===== src/rtl/mips_pipe_pkg.sv =====
// Shared pipeline constants, scoreboard entry type and select-width helper
// for the MIPS hazard scoreboard.
package mips_pipe_pkg;

    localparam int unsigned STAGE_EX  = 1;
    localparam int unsigned STAGE_MEM = 2;
    localparam int unsigned STAGE_WB  = 3;

    // Widest register address the scoreboard can hold; narrower addresses are zero-extended
    localparam int unsigned SB_DEST_W = 8;

    typedef struct packed {
        logic                 valid;
        logic [SB_DEST_W-1:0] dest;
        logic                 load;
    } sb_entry_t;

    // Width of a forwarding select able to name entries 0..num_stages
    function automatic int unsigned fwd_sel_w(input int unsigned num_stages);
        return $clog2(num_stages + 1);
    endfunction

endpackage


===== src/rtl/hazard_match.sv =====
// Compares one ID source register against every scoreboard entry.
// HAZARD_FWD_EN adds the nearest-match index used as the forwarding select.
module hazard_match
    import mips_pipe_pkg::*;
#(
    parameter int unsigned NUM_STAGES   = 3,
`ifdef HAZARD_FWD_EN
    parameter int unsigned SEL_W        = 2,
`endif
    parameter bit          EXCLUDE_LAST = 1'b0
) (
    input  logic                                 src_used,
    input  logic [SB_DEST_W-1:0]                 src,
    input  logic [NUM_STAGES:1]                  ent_valid,
    input  logic [NUM_STAGES:1][SB_DEST_W-1:0]   ent_dest,
`ifdef HAZARD_FWD_EN
    output logic [SEL_W-1:0]                     nearest,
`endif
    output logic [NUM_STAGES:1]                  match_vec
);

    // Per-entry match; the oldest entry is ignored when the register file is write-first
    always_comb begin
        match_vec = '0;
        for (int unsigned k = 1; k <= NUM_STAGES; k++) begin
            match_vec[k] = src_used && ent_valid[k] && (ent_dest[k] == src)
                           && !(EXCLUDE_LAST && (k == NUM_STAGES));
        end
    end

`ifdef HAZARD_FWD_EN
    // Youngest producer wins: scan oldest to youngest so the smallest index is kept
    always_comb begin
        nearest = '0;
        for (int k = int'(NUM_STAGES); k >= 1; k--) begin
            if (match_vec[k]) begin
                nearest = SEL_W'(k);
            end
        end
    end
`endif

endmodule


===== src/rtl/mips_hazard_scoreboard.sv =====
// Hazard and redirect controller for the 5-stage MIPS pipeline.
// Shift-register scoreboard of destinations past ID drives stall/flush enables.
// Build option: HAZARD_FWD_EN enables forwarding selects and limits stalls to load-use.
module mips_hazard_scoreboard
    import mips_pipe_pkg::*;
#(
    parameter int unsigned  NUM_STAGES     = STAGE_WB,
    parameter int unsigned  REG_ADDR_W     = 5,
    parameter bit           WB_BYPASS      = 1'b0,
    parameter int unsigned  REDIRECT_STAGE = STAGE_WB,
    parameter int unsigned  CNT_W          = 16,
    localparam int unsigned SEL_W          = fwd_sel_w(NUM_STAGES)
) (
    input  logic                  clk,
    input  logic                  reset,
    input  logic                  id_valid,
    input  logic [REG_ADDR_W-1:0] id_rs,
    input  logic [REG_ADDR_W-1:0] id_rt,
    input  logic                  id_rs_used,
    input  logic                  id_rt_used,
    input  logic [REG_ADDR_W-1:0] id_dest,
    input  logic                  id_reg_write,
    input  logic                  id_mem_read,
    input  logic                  redirect,
    output logic                  hold_pc,
    output logic                  hold_if_id,
    output logic                  bubble_id_ex,
    output logic [NUM_STAGES:0]   flush,
    output logic [SEL_W-1:0]      fwd_rs_sel,
    output logic [SEL_W-1:0]      fwd_rt_sel,
    output logic [CNT_W-1:0]      stall_count
);

    sb_entry_t [NUM_STAGES:1]               sb_q, sb_d;
    logic [CNT_W-1:0]                       stall_count_q, stall_count_d;
    logic [NUM_STAGES:1]                    ent_valid;
    logic [NUM_STAGES:1][SB_DEST_W-1:0]     ent_dest;
    logic [NUM_STAGES:1]                    rs_match, rt_match;
    logic                                   stall_c;
    logic                                   stall_eff_c;
    logic                                   unused_load;

    // Split the scoreboard into the fields the comparators need
    always_comb begin
        ent_valid = '0;
        ent_dest  = '0;
        for (int unsigned k = 1; k <= NUM_STAGES; k++) begin
            ent_valid[k] = sb_q[k].valid;
            ent_dest[k]  = sb_q[k].dest;
        end
    end

    // Load flags of entries that can never cause a load-use stall are sunk here
    always_comb begin
        unused_load = 1'b0;
        for (int unsigned k = 1; k <= NUM_STAGES; k++) begin
            unused_load = unused_load ^ sb_q[k].load;
        end
    end

`ifdef HAZARD_FWD_EN
    logic [SEL_W-1:0]    rs_nearest, rt_nearest;
    logic [NUM_STAGES:1] fwd_ok;
`endif

    hazard_match #(
        .NUM_STAGES   (NUM_STAGES),
`ifdef HAZARD_FWD_EN
        .SEL_W        (SEL_W),
`endif
        .EXCLUDE_LAST (WB_BYPASS)
    ) u_rs_match (
        .src_used  (id_valid && id_rs_used),
        .src       (SB_DEST_W'(id_rs)),
        .ent_valid (ent_valid),
        .ent_dest  (ent_dest),
`ifdef HAZARD_FWD_EN
        .nearest   (rs_nearest),
`endif
        .match_vec (rs_match)
    );

    hazard_match #(
        .NUM_STAGES   (NUM_STAGES),
`ifdef HAZARD_FWD_EN
        .SEL_W        (SEL_W),
`endif
        .EXCLUDE_LAST (WB_BYPASS)
    ) u_rt_match (
        .src_used  (id_valid && id_rt_used),
        .src       (SB_DEST_W'(id_rt)),
        .ent_valid (ent_valid),
        .ent_dest  (ent_dest),
`ifdef HAZARD_FWD_EN
        .nearest   (rt_nearest),
`endif
        .match_vec (rt_match)
    );

`ifdef HAZARD_FWD_EN
    // A result is forwardable from every entry except a load still in EX
    always_comb begin
        fwd_ok = '1;
        for (int unsigned k = 1; k <= NUM_STAGES; k++) begin
            fwd_ok[k] = !((k == STAGE_EX) && sb_q[k].load);
        end
    end

    // Only the nearest match can be non-forwardable, so any such match means load-use
    always_comb begin
        stall_c    = (|(rs_match & ~fwd_ok)) || (|(rt_match & ~fwd_ok));
        fwd_rs_sel = rs_nearest;
        fwd_rt_sel = rt_nearest;
    end
`else
    // Without forwarding every RAW hazard stalls
    always_comb begin
        stall_c    = (|rs_match) || (|rt_match);
        fwd_rs_sel = '0;
        fwd_rt_sel = '0;
    end
`endif

    // Redirect overrides stall: flush younger stages and release the holds
    always_comb begin
        stall_eff_c  = stall_c && !redirect;
        hold_pc      = stall_eff_c;
        hold_if_id   = stall_eff_c;
        bubble_id_ex = stall_eff_c;
        flush        = '0;
        for (int unsigned k = 0; k <= NUM_STAGES; k++) begin
            flush[k] = redirect && (k < REDIRECT_STAGE);
        end
        stall_count  = stall_count_q;
    end

    // Scoreboard shift, entry-1 load and saturating stall counter
    always_comb begin
        sb_d = '0;
        for (int unsigned k = 2; k <= NUM_STAGES; k++) begin
            sb_d[k] = sb_q[k-1];
        end
        if (id_valid && id_reg_write && (id_dest != '0) && !stall_eff_c) begin
            sb_d[1].valid = 1'b1;
            sb_d[1].dest  = SB_DEST_W'(id_dest);
            sb_d[1].load  = id_mem_read;
        end
        if (redirect) begin
            for (int unsigned k = 1; k <= NUM_STAGES; k++) begin
                if (k < REDIRECT_STAGE) begin
                    sb_d[k] = '0;
                end
            end
        end
        stall_count_d = stall_count_q;
        if (stall_eff_c && !(&stall_count_q)) begin
            stall_count_d = stall_count_q + CNT_W'(1);
        end
    end

    // State registers
    always_ff @(posedge clk or posedge reset) begin
        if (reset) begin
            sb_q          <= '0;
            stall_count_q <= '0;
        end else begin
            sb_q          <= sb_d;
            stall_count_q <= stall_count_d;
        end
    end

endmodule


===== config.mk =====
export PLATFORM = sky130hd
export DESIGN_NAME = mips_hazard_scoreboard
export DESIGN_NICKNAME = d
export VERILOG_FILES = /design/src/rtl/mips_pipe_pkg.sv /design/src/rtl/hazard_match.sv /design/src/rtl/mips_hazard_scoreboard.sv
export SDC_FILE = /design/constraint.sdc
export NUM_CORES = 1
export LEC_CHECK = 0
export BUFFER_PORTS_ARGS = -buffer_cell sky130_fd_sc_hd__buf_4
export CORE_MARGIN = 2
export CORE_UTILIZATION = 56
export DETAILED_ROUTE_END_ITERATION = 8
export PLACE_DENSITY_LB_ADDON = 0.3
export RECOVER_POWER = 25
export SYNTH_ARGS = -nofsm -noshare
export SYNTH_HDL_FRONTEND = slang
export SYNTH_SLANG_ARGS = --single-unit

===== constraint.sdc =====
create_clock -name clk -period 3 [get_ports clk]
set_input_delay 0.3 -clock clk [delete_from_list [all_inputs] [get_ports clk]]
set_output_delay 0.3 -clock clk [all_outputs]
set_load 0.01 [all_outputs]

==> results of run 1 <==
cell type report:
cell class / count / area, um2
Clock buffer: 7 / 55.05
Sequential cell: 34 / 850.8
Fill cell: 240 / 885.9
Clock inverter: 1 / 5.005
Timing Repair Buffer: 44 / 326.6
Inverter: 1 / 3.754
Tap cell: 44 / 55.05
Multi-Input combinational cell: 118 / 870.8
per-layer routing:
metal,track usage,up-vias,share of wire
met2,0.3656,52,0.48
met1,0.3190,655,0.44
met4,0.1149,0,0.018
met3,0.05117,10,0.064
met5,0,-,0
li1,-,630,-
cells by family (layout without fill, tap and decap cells):
kind of cell             Yosys count  in the layout  share of synthesized area
AND/OR/NAND/NOR                   59             59                     0.1904
XOR/XNOR                          42             42                     0.2043
flip-flops                        34             34                     0.4726
AO/OA/AOI/OAI                      8              8                    0.05074
other                              1              5                   0.002083
multiplexers                       3              3                    0.02084
adder cells (fa/ha/maj)            1              1                   0.006948
buffers and inverters             13             53                    0.05211
report_power, final:
group	internal (mW)	leakage [nW]	switching, mW
clock network	0.114	0.0353	0.157
logic	0.0475	0.453	0.0481
registers	0.465	0.471	0.00801
flip-flops by register name, summed over array words and instances (netlist names):
register	cells
ent_valid	3
stall_count	16
ent_dest	15
placed cells by master (no fill, tap or decap):
cell / instances
sky130_fd_sc_hd__a2111oi_4: 1
sky130_fd_sc_hd__a21oi_1: 2
sky130_fd_sc_hd__a31oi_1: 1
sky130_fd_sc_hd__a31oi_4: 1
sky130_fd_sc_hd__and2_1: 6
sky130_fd_sc_hd__and3_1: 5
sky130_fd_sc_hd__and4_1: 2
sky130_fd_sc_hd__buf_4: 42
sky130_fd_sc_hd__clkbuf_1: 2
sky130_fd_sc_hd__clkbuf_4: 6
sky130_fd_sc_hd__clkbuf_8: 1
sky130_fd_sc_hd__clkinv_2: 1
sky130_fd_sc_hd__conb_1: 5
sky130_fd_sc_hd__dfrtp_1: 34
sky130_fd_sc_hd__ha_1: 1
sky130_fd_sc_hd__inv_1: 1
sky130_fd_sc_hd__mux2_1: 1
sky130_fd_sc_hd__mux2_2: 1
sky130_fd_sc_hd__mux2_4: 1
sky130_fd_sc_hd__nand2_1: 5
sky130_fd_sc_hd__nand2b_1: 1
sky130_fd_sc_hd__nand3_1: 10
sky130_fd_sc_hd__nand4_1: 18
sky130_fd_sc_hd__nor2_1: 2
sky130_fd_sc_hd__nor2b_1: 8
sky130_fd_sc_hd__nor3_1: 1
sky130_fd_sc_hd__o22a_1: 3
sky130_fd_sc_hd__or2_2: 1
sky130_fd_sc_hd__xnor2_1: 42
worst max-delay path, delay by kind of cell (launching register included):
kind | cells | cell delay, ns
flip-flops | 1 | 0.42
AND/OR/NAND/NOR | 1 | 0.15
XOR/XNOR | 1 | 0.16
buffers and inverters | 1 | 0.21
AO/OA/AOI/OAI | 2 | 0.75
through the flow:
stage	worst slack [ns]	total power [mW]	util	hold slack [ns]
finish	0.6454	0.8389	0.7098	0.1733
global route	0.5020	0.8710	0.7098	0.1753
CTS	0.6530	0.8466	0.7111	0.04362
detailed placement	0.8720	0.5779	0.6914	0.3951
global placement	0.8867	0.5734	0.6914	0.3944
floorplan	1.279	0.5340	-	0.3656
how the worst max path moves through the flow:
stage / slack (ns) / depth (start not counted) / start / to
after floorplan: 1.28 / 6 / ent_dest[9] / hold_if_id
after global placement: 0.89 / 7 / id_rs[2] / stall_count[1]
after detailed placement: 0.87 / 7 / id_rs[0] / stall_count[1]
after CTS: 0.65 / 5 / ent_dest[16] / bubble_id_ex
after global routing: 0.50 / 5 / ent_dest[16] / hold_if_id
final: 0.65 / 5 / ent_dest[19] / bubble_id_ex
==> results.rst, run 1 <==
.. list-table::
   :header-rows: 1

   * - Metric
     - Value
   * - Result of the run
     - finished, violations left
   * - Violated checks
     - capacitance limit, slew limit
   * - Final Critical Period
     - 2.355 ns
   * - FMAX
     - 0.4247 GHz
   * - Y dimension of the die
     - 60.70 um
   * - Die width
     - 60.70 um
   * - Fraction of the cycle the final worst path needs
     - 0.7849
   * - Max_slew headroom
     - -0.2098
   * - Max Slew Vio Count
     - 35
   * - Leakage
     - 0.9598 nW
   * - Drt total wl
     - 3869 um
   * - Row count
     - 20
   * - Post-CTS Setup Inserts
     - 0
   * - Share of the synthesized area in the top cell type
     - 0.4726
   * - Worst flop-to-flop path endpoint
     - stall_count[1]
   * - Synth async-reset ratio
     - 1.000
   * - Number of global-route vias before repair
     - 1345
   * - Top post-synthesis cells by area
     - sky130_fd_sc_hd__dfrtp_1 47%, sky130_fd_sc_hd__xnor2_1 20%, sky130_fd_sc_hd__nand4_1 6.3%
   * - Register-to-Register Path Depth
     - 6
   * - Post-layout nets
     - 228
   * - Post-synthesis area per instance
     - 11.18 um2
   * - Total Die Area
     - 0.003684 mm2
   * - Largest net degree at the start of global routing
     - 35
   * - Synth Flop Type
     - sky130_fd_sc_hd__dfrtp_1
   * - Start point of the worst hold path
     - id_dest[3]
   * - Critical Path Source Type
     - flop
   * - Sequential-to-total area share from yosys stat
     - 0.4726
   * - Quantity of I/O buffers inserted on ports
     - 43
   * - Number of hold-repair buffers added at the cts stage
     - 0
   * - Number of cells upsized or downsized after cts
     - 0
   * - Number of antenna-violating nets in the routed design
     - 0
   * - Number of flops mapped to enable cells by yosys
     - 0
   * - Worst EP arrival
     - 2.05 ns
   * - Summed area of non-filler cells in the final layout
     - 0.002167 mm2
   * - Post-Route Setup TNS
     - 0 ns
   * - Count of cells along the worst hold path
     - 2
   * - Critical path class
     - flop to output pin
   * - Fraction of final layout cells with drive strength greater than 1
     - 0.2683
   * - Final weighted congestion in routability-driven placement
     - 0.9170
   * - CTS sink count
     - 34
   * - Latest clock arrival within the worst-skew pair
     - 0.35 ns
   * - Final number of setup-violating endpoints
     - 0
   * - Count of warnings emitted by yosys
     - 0
   * - Final-report hold violation count
     - 0
   * - Maximum net fanout on the critical path
     - 19
   * - Initial antenna violation count
     - 0
   * - Core Area
     - 0.003053 mm2
   * - Starting utilization of the core area
     - 0.5898
   * - Register-to-register path setup slack
     - 0.87 ns
   * - Placed instance count
     - 241
   * - Cell with the biggest individual delay on the critical path
     - sky130_fd_sc_hd__a31oi_4
   * - Most common library cells after synthesis
     - 42 x sky130_fd_sc_hd__xnor2_1, 34 x sky130_fd_sc_hd__dfrtp_1, 18 x sky130_fd_sc_hd__nand4_1, 10 x sky130_fd_sc_hd__buf_4, 10 x sky130_fd_sc_hd__nand3_1
   * - Maximum Capacitance Violations
     - 1
   * - Number of distinct library cells after synthesis
     - 27
   * - Worst Hold Path EP
     - ent_dest[3]
   * - Post-synthesis to final-layout area growth
     - 20.36%
   * - Average wire per cell in the routed design
     - 15.54 um
   * - Launch point of the worst reg-to-reg path
     - ent_dest[19]
   * - Num CTS Buffers
     - 5
   * - Post-synthesis cell count
     - 161
   * - Initial detailed-routing violation count
     - 70
   * - H-tree depth
     - 2
   * - Slowest Stage Delay on Critical Path
     - 0.47 ns
   * - Worst min-delay path class
     - primary input to flop
   * - Vias
     - 1347
   * - Clock-pin slew reported for the worst setup and hold paths after clock tree synthesis
     - 0.12 ns
   * - First-pass GRT wire length
     - 6341 um
   * - Most instantiated library cell after synthesis
     - sky130_fd_sc_hd__xnor2_1
   * - Flip-flop and latch count after synthesis
     - 34
   * - Clock tree skew after final layout
     - 0.01793 ns
   * - Data required time at the worst endpoint
     - 2.70 ns
   * - Transition time of the tightest slew-check pin
     - 1.815 ns
   * - Top-Level Pins
     - 50
   * - Clk Tree Root Cell
     - sky130_fd_sc_hd__clkbuf_4
   * - Cell Area, Synth
     - 0.001800 mm2
   * - First-pass DRT Iterations
     - 4
   * - Remaining global-route overflow
     - 0
   * - Detailed Place HPWL
     - 2890 um
   * - Longest Clk Path Bufs
     - 2
   * - Total routing usage reported by global routing
     - 0.2369
   * - Routed vias/inst
     - 5.410
   * - Unrepaired setup endpoints after global routing
     - false
   * - Cell chain of the critical path
     - xnor2_1 -> nand4_1 -> o22a_1 -> a31oi_4 -> buf_4
   * - Endpoint type of the worst setup path
     - output pin
   * - Remaining DRCs
     - 0
   * - Non-filler cells, final
     - 249
   * - Cell type with the largest total area after synthesis
     - sky130_fd_sc_hd__dfrtp_1
   * - Antenna diodes
     - 0
   * - Power Density
     - 387.1 mW/mm2
   * - Worst IR Drop VDD
     - 0.2334 mV
   * - CTS tree
     - built
   * - Placed Instance Area
     - 0.002111 mm2
Note: power is estimated with default switching activity, not from simulation.
==> run 2: changes to the inputs <==
CORE_UTILIZATION = 52   (was 56)
clock period = 2.2 ns   (was 3 ns; I/O delays follow)
==> results.rst, run 2 (same netlist as run 1, synthesis figures left out) <==
.. list-table::
   :header-rows: 1

   * - Metric
     - Value
   * - Leakage
     - 0.9714 nW (+1.2%)
   * - Register-to-register path setup slack
     - 0.18 ns (-0.69 ns)
   * - Number of antenna-violating nets in the routed design
     - 0 (unchanged)
   * - Register area
     - 850.8 um2 (unchanged)
   * - Routed vias/inst
     - 5.243 (-3.1%)
   * - Critical Path Source Type
     - flop
   * - Transition time of the tightest slew-check pin
     - 0.8083 ns (-1.006 ns)
   * - Largest net degree at the start of global routing
     - 35 (unchanged)
   * - Drt total wl
     - 3663 um (-5.3%)
   * - Flip-flop count of the largest register after layout
     - 16 (unchanged)
   * - Worst min-delay path class
     - primary input to flop
   * - Quantity of I/O buffers inserted on ports
     - 43 (unchanged)
   * - Worst IR Drop VDD
     - 0.4517 mV (+94%)
   * - Post-Route Setup TNS
     - 0 ns (unchanged)
   * - Gate family responsible for the most delay along the worst path
     - compound AO/OA/AOI/OAI gates
   * - Combined buffer and inverter count along the critical path
     - 2 (+1)
   * - Final Critical Period
     - 2.077 ns
   * - H-tree depth
     - 2 (unchanged)
   * - Filler instances
     - 282 (+18%)
   * - Latest clock arrival within the worst-skew pair
     - 0.33 ns (-0.02 ns)
   * - Critical path class
     - flop to output pin
   * - Average wire per cell in the routed design
     - 14.36 um (-7.6%)
   * - Die width
     - 62.84 um (+3.5%)
   * - Remaining global-route overflow
     - 0 (unchanged)
   * - Worst flop-to-flop path endpoint
     - stall_count[12]
   * - Post-layout util
     - 0.6580 (-0.05179)
   * - Longest Clk Path Bufs
     - 2 (unchanged)
   * - Top-Level Pins
     - 50 (unchanged)
   * - Fraction of the cycle the final worst path needs
     - 0.9442
   * - Max Slew Vio Count
     - 0 (-100%)
   * - Antenna diodes
     - 0 (unchanged)
   * - First-pass GRT wire length
     - 6320 um (-0.33%)
   * - Cell with the biggest individual delay on the critical path
     - sky130_fd_sc_hd__dfrtp_1
   * - Top routing layer in use
     - met4
   * - Maximum Capacitance Violations
     - 0 (-1)
   * - Worst Hold Path EP
     - ent_dest[0]
   * - Area of combinational cells with multiple inputs
     - 870.8 um2 (unchanged)
   * - Final-report hold violation count
     - 0 (unchanged)
   * - Initial antenna violation count
     - 0 (unchanged)
   * - Result of the run
     - complete, no violations
   * - Final number of setup-violating endpoints
     - 0 (unchanged)
   * - Slowest Stage Delay on Critical Path
     - 0.42 ns (-0.05 ns)
   * - Start point of the worst hold path
     - id_dest[0]
   * - Register-to-Register Path Depth
     - 7 (+1)
   * - Worst EP arrival
     - 1.86 ns (-0.19 ns)
   * - Number of global-route vias before repair
     - 1345 (unchanged)
   * - Endpoint type of the worst setup path
     - output pin
   * - Clk Tree Root Cell
     - sky130_fd_sc_hd__clkbuf_4
   * - Fraction of final layout cells with drive strength greater than 1
     - 0.2727 (+0.004435)
   * - Count of cells along the worst hold path
     - 2 (unchanged)
   * - Detailed Place HPWL
     - 2649 um (-8.3%)
   * - Non-filler cells, final
     - 255 (+2.4%)
   * - Launch point of the worst reg-to-reg path
     - ent_dest[17]
   * - Number of cells upsized or downsized after cts
     - 0 (unchanged)
   * - Final weighted congestion in routability-driven placement
     - 0.9136 (-0.37%)
   * - Maximum net fanout on the critical path
     - 6 (-13)
   * - Max_slew headroom
     - 0.4611 (+0.6709)
   * - Cell chain of the critical path
     - xnor2_1 -> nand4_1 -> o22a_1 -> a31oi_4 -> buf_4 -> buf_4
   * - Clock-pin slew reported for the worst setup and hold paths after clock tree synthesis
     - 0.11 ns (about the same)
   * - Initial detailed-routing violation count
     - 72 (+2.9%)
   * - Power Density
     - 517.3 mW/mm2 (+34%)
   * - Unrepaired setup endpoints after global routing
     - false
   * - Post-synthesis to final-layout area growth
     - 21.96%
   * - Num CTS Buffers
     - 5 (unchanged)
   * - Routed length on met3
     - 192 um (-22%)
   * - Critical path's most frequent cell
     - sky130_fd_sc_hd__buf_4
   * - Total routing usage reported by global routing
     - 0.2063 (-0.03061)
   * - First-pass DRT Iterations
     - 4 (unchanged)
   * - Placed instance count
     - 245 (+1.7%)
   * - Post-layout nets
     - 232 (+1.8%)
   * - Final hold slack
     - 0.1171 ns (-0.05626 ns)
   * - Data required time at the worst endpoint
     - 1.98 ns (-0.72 ns)
   * - Vias
     - 1337 (-0.74%)
   * - Y dimension of the die
     - 62.84 um (+3.5%)
   * - DR WL met2
     - 1764 um (-4.5%)
   * - Starting utilization of the core area
     - 0.5396 (-0.05020)
   * - CTS sink count
     - 34 (unchanged)
   * - Row count
     - 21 (+5.0%)
   * - Remaining DRCs
     - 0 (unchanged)
   * - Most used cells in the layout excluding fill and tap cells
     - 42 x sky130_fd_sc_hd__xnor2_1, 42 x sky130_fd_sc_hd__buf_4, 34 x sky130_fd_sc_hd__dfrtp_1
   * - Total Die Area
     - 0.003949 mm2 (+7.2%)
   * - FMAX
     - 0.4814 GHz
   * - CTS tree
     - built
   * - Met1 layer wirelength in the final routing
     - 1685 um (-1.2%)
   * - Clock tree skew after final layout
     - 0.01294 ns (-0.004991 ns)
   * - Core Area
     - 0.003337 mm2 (+9.3%)
## run 2: cell types whose count changed in the layout (fill, tap and decap cells not counted)
cell,change
sky130_fd_sc_hd__dlygate4sd3_1,+1
sky130_fd_sc_hd__clkbuf_1,+1
sky130_fd_sc_hd__clkbuf_2,+1
sky130_fd_sc_hd__clkinvlp_4,+1
## run 2: where the power goes
group	internal [mW]	leakage [nW]	switching (mW)	total (mW)
clock	0.154	0.0343	0.210	0.364
combinational	0.0640	0.466	0.0631	0.127
sequential	0.634	0.471	0.0106	0.645
## run 2: how the worst max path moves through the flow
stage | end | depth (start not counted) | start
5_1_grt | bubble_id_ex | 6 | ent_dest[18]
2_1_floorplan | stall_count[1] | 6 | ent_dest[9]
4_1_cts | bubble_id_ex | 6 | ent_dest[17]
6_report | bubble_id_ex | 6 | ent_dest[17]
3_5_place_dp | stall_count[1] | 6 | ent_dest[18]
3_3_place_gp | stall_count[1] | 6 | ent_dest[18]
## run 2: worst register-to-register path, cell delays in order, from the launching register on
cell and delay [ns]:
sky130_fd_sc_hd__dfrtp_1 0.42, sky130_fd_sc_hd__xnor2_1 0.19, sky130_fd_sc_hd__nand4_1 0.17, sky130_fd_sc_hd__o22a_1 0.29, sky130_fd_sc_hd__a31oi_4 0.17, sky130_fd_sc_hd__buf_4 0.22
sky130_fd_sc_hd__nand4_1 0.13, sky130_fd_sc_hd__mux2_1 0.33
## run 2: per-stage QoR
stage / worst slack, ns / instance area (um2) / power (mW)
floorplan: 0.5130 / 1815 / 0.7282
global placement: 0.2184 / 2128 / 0.7818
detailed placement: 0.1983 / 2128 / 0.7858
CTS: 0.1176 / 2210 / 1.157
global route: 0.02703 / 2196 / 1.194
finish: 0.1227 / 2196 / 1.136
## run 2: layout make-up
type / count / share of cell area
tap: 46 / 0.02621
multi-input combinational: 118 / 0.3966
sequential: 34 / 0.3875
clock inverter: 2 / 0.005698
clock buffer: 6 / 0.02336
inverter: 1 / 0.001709
timing repair buffer: 48 / 0.1590
## run 2: routing by layer
layer / vias to the layer above / track usage
li1: 639 / -
met5: - / 0
met1: 654 / 0.2835
met4: 0 / 0.05000
met2: 42 / 0.3374
met3: 2 / 0.04144
## run 2: timing repair
item                                    4_1_cts  5_1_grt
hold endpoints to repair                     26        0
endpoints found under the setup margin        3        0
hold buffers                                  1        0
buffers inserted                              1        0
==> run 3: changes to the inputs <==
CORE_UTILIZATION = 56   (was 52)
clock period = 2.4 ns   (was 2.2 ns; I/O delays follow)
==> results.rst, run 3 (same netlist as run 1, synthesis figures left out) <==
.. list-table::
   :header-rows: 1

   * - Metric
     - Value
   * - Result of the run
     - complete, no violations
   * - First-pass GRT wire length
     - 6106 um (-3.4%)
   * - Critical path class
     - flop to output pin
   * - Initial antenna violation count
     - 0 (unchanged)
   * - Most common cell after layout, fill and taps aside
     - sky130_fd_sc_hd__xnor2_1
   * - Register-to-Register Path Depth
     - 7 (unchanged)
   * - Max Slew Vio Count
     - 0 (unchanged)
   * - Register-to-register path setup slack
     - 0.38 ns (+0.20 ns)
   * - Worst flop-to-flop path endpoint
     - stall_count[5]
   * - Fraction of final layout cells with drive strength greater than 1
     - 0.2609 (-0.01186)
   * - Y dimension of the die
     - 60.70 um (-3.4%)
   * - Average wire per cell in the routed design
     - 14.91 um (+3.8%)
   * - Vias
     - 1344 (+0.52%)
   * - Largest net degree at the start of global routing
     - 35 (unchanged)
   * - Worst IR Drop VDD
     - 0.3341 mV (-26%)
   * - Transition time of the tightest slew-check pin
     - 0.8233 ns (+0.01501 ns)
   * - Total Die Area
     - 0.003684 mm2 (-6.7%)
   * - Final hold slack
     - 0.1114 ns (-0.005643 ns)
   * - Longest Clk Path Bufs
     - 2 (unchanged)
   * - Drt total wl
     - 3742 um (+2.2%)
   * - Fraction of the cycle the final worst path needs
     - 0.9122
   * - Max_slew headroom
     - 0.4511 (-0.01001)
   * - Flip-flop count of the largest register after layout
     - 16 (unchanged)
   * - Number of cells upsized or downsized after cts
     - 0 (unchanged)
   * - Combined buffer and inverter count along the critical path
     - 1 (-1)
   * - Top-Level Pins
     - 50 (unchanged)
   * - Remaining global-route overflow
     - 0 (unchanged)
   * - Unrepaired setup endpoints after global routing
     - false
   * - FMAX
     - 0.4568 GHz
   * - Critical Path Source Type
     - flop
   * - Worst EP arrival
     - 1.95 ns (+0.09 ns)
   * - Antenna diodes
     - 0 (unchanged)
   * - Gr busiest metal
     - met2
   * - Crit path from
     - ent_dest[18]
   * - Placed Instance Area
     - 0.002118 mm2 (-0.47%)
   * - Gate family responsible for the most delay along the worst path
     - compound AO/OA/AOI/OAI gates
   * - Worst setup path endpoint
     - bubble_id_ex
   * - Cell with the biggest individual delay on the critical path
     - sky130_fd_sc_hd__dfrtp_1
   * - Endpoint type of the worst setup path
     - output pin
   * - Remaining DRCs
     - 0 (unchanged)
   * - Post-layout nets
     - 230 (-0.86%)
   * - Launch point of the worst reg-to-reg path
     - ent_dest[18]
   * - Final weighted congestion in routability-driven placement
     - 0.9242 (+1.2%)
   * - Core Area
     - 0.003053 mm2 (-8.5%)
   * - Post-synthesis to final-layout area growth
     - 20.78%
   * - Row count
     - 20 (-4.8%)
   * - Non-filler cells, final
     - 251 (-1.6%)
   * - Starting utilization of the core area
     - 0.5898 (+0.05020)
   * - Most used cells in the layout excluding fill and tap cells
     - 42 x sky130_fd_sc_hd__xnor2_1, 40 x sky130_fd_sc_hd__buf_4, 34 x sky130_fd_sc_hd__dfrtp_1
   * - Detailed Place HPWL
     - 2794 um (+5.5%)
   * - Post-layout util
     - 0.7123 (+0.05425)
   * - Number of cells on the critical path
     - 5 (-1)
   * - Total design power
     - 1.049 mW (-7.6%)
   * - Cell chain of the critical path
     - xnor2_1 -> nand4_1 -> o22a_1 -> a31oi_4 -> buf_4
   * - Initial detailed-routing violation count
     - 37 (-49%)
   * - Power Density
     - 482.5 mW/mm2 (-6.7%)
   * - Clock-pin slew reported for the worst setup and hold paths after clock tree synthesis
     - 0.10 ns (about the same)
   * - GR Layer Usage met1
     - 0.3150 (+0.03148)
   * - Die width
     - 60.70 um (-3.4%)
   * - Placed instance count
     - 242 (-1.2%)
   * - Latest clock arrival within the worst-skew pair
     - 0.35 ns (+0.02 ns)
   * - Met2 Resource Use GR
     - 0.3548 (+0.01747)
   * - Number of antenna-violating nets in the routed design
     - 0 (unchanged)
   * - First-pass DRT Iterations
     - 4 (unchanged)
   * - Routing usage on met3
     - 0.07036 (+0.02892)
   * - Number of global-route vias before repair
     - 1273 (-5.4%)
   * - Total routing usage reported by global routing
     - 0.2322 (+0.02595)
   * - Slowest Stage Delay on Critical Path
     - 0.42 ns (about the same)
   * - Final number of setup-violating endpoints
     - 0 (unchanged)
   * - Min setup slack post-route
     - 0.2107 ns (+0.08796 ns)
   * - Leakage
     - 0.9615 nW (-1.0%)
   * - Summed area of non-filler cells in the final layout
     - 0.002175 mm2 (-0.97%)
   * - Post-placement setup slack
     - 0.3870 ns (+0.1886 ns)
   * - Maximum net fanout on the critical path
     - 13 (+7)
   * - Final-report hold violation count
     - 0 (unchanged)
   * - Clk Tree Root Cell
     - sky130_fd_sc_hd__clkbuf_4
   * - Maximum Capacitance Violations
     - 0 (unchanged)
   * - Data required time at the worst endpoint
     - 2.16 ns (+0.18 ns)
   * - Clock tree skew after final layout
     - 0.009116 ns (-0.003819 ns)
   * - Worst min-delay path class
     - primary input to flop
   * - Final Critical Period
     - 2.189 ns
   * - Quantity of I/O buffers inserted on ports
     - 43 (unchanged)
   * - CTS sink count
     - 34 (unchanged)
   * - Filler instances
     - 235 (-17%)
   * - CTS tree
     - built
   * - H-tree depth
     - 2 (unchanged)
   * - Post-Route Setup TNS
     - 0 ns (unchanged)
   * - Num CTS Buffers
     - 5 (unchanged)
   * - Routed vias/inst
     - 5.355 (+2.1%)
==> run 3: worst reg2reg max path, cell delays in order, from the launching register on <==
cell and delay (ns):
sky130_fd_sc_hd__dfrtp_1 0.42, sky130_fd_sc_hd__xnor2_1 0.20, sky130_fd_sc_hd__nand4_1 0.14, sky130_fd_sc_hd__o22a_1 0.27
sky130_fd_sc_hd__a31oi_4 0.39, sky130_fd_sc_hd__buf_4 0.23, sky130_fd_sc_hd__nand4_1 0.12, sky130_fd_sc_hd__xnor2_1 0.16
==> run 3: report_power, final <==
group / internal (mW) / total (mW) / switching, mW
Sequential: 0.581 / 0.591 / 0.00955
Combinational: 0.0586 / 0.118 / 0.0590
Clock: 0.142 / 0.341 / 0.199
Total: 0.782 / 1.05 / 0.268
==> run 3: final cells by class <==
cell class,count,area [um2],area share
inverters,1,3.754,0.001726
multi-input cells,118,870.8,0.4005
clock buffers,7,55.05,0.02532
well taps,44,55.05,0.02532
repair buffers,46,334.1,0.1536
flip-flops and latches,34,850.8,0.3913
clock inverters,1,5.005,0.002301
==> run 3: repair_timing <==
action                    CTS  global route
hold buffers                1             0
buffers inserted            0             0
hold endpoints to repair   34             0
==> run 3: worst min-delay path by stage <==
stage / from / endpoint / depth (start not counted)
after floorplan: redirect / ent_dest[10] / 1
after global placement: reset / ent_dest[19] / 3
after detailed placement: reset / stall_count[15] / 3
after CTS: id_dest[0] / ent_dest[0] / 2
after global routing: id_dest[2] / ent_dest[2] / 2
final: id_dest[0] / ent_dest[0] / 2
==> run 3: metal layers <==
layer,up-vias,share of wire
li1,633,-
met1,655,0.45
met2,48,0.48
met3,8,0.064
met4,0,0.015
met5,-,0
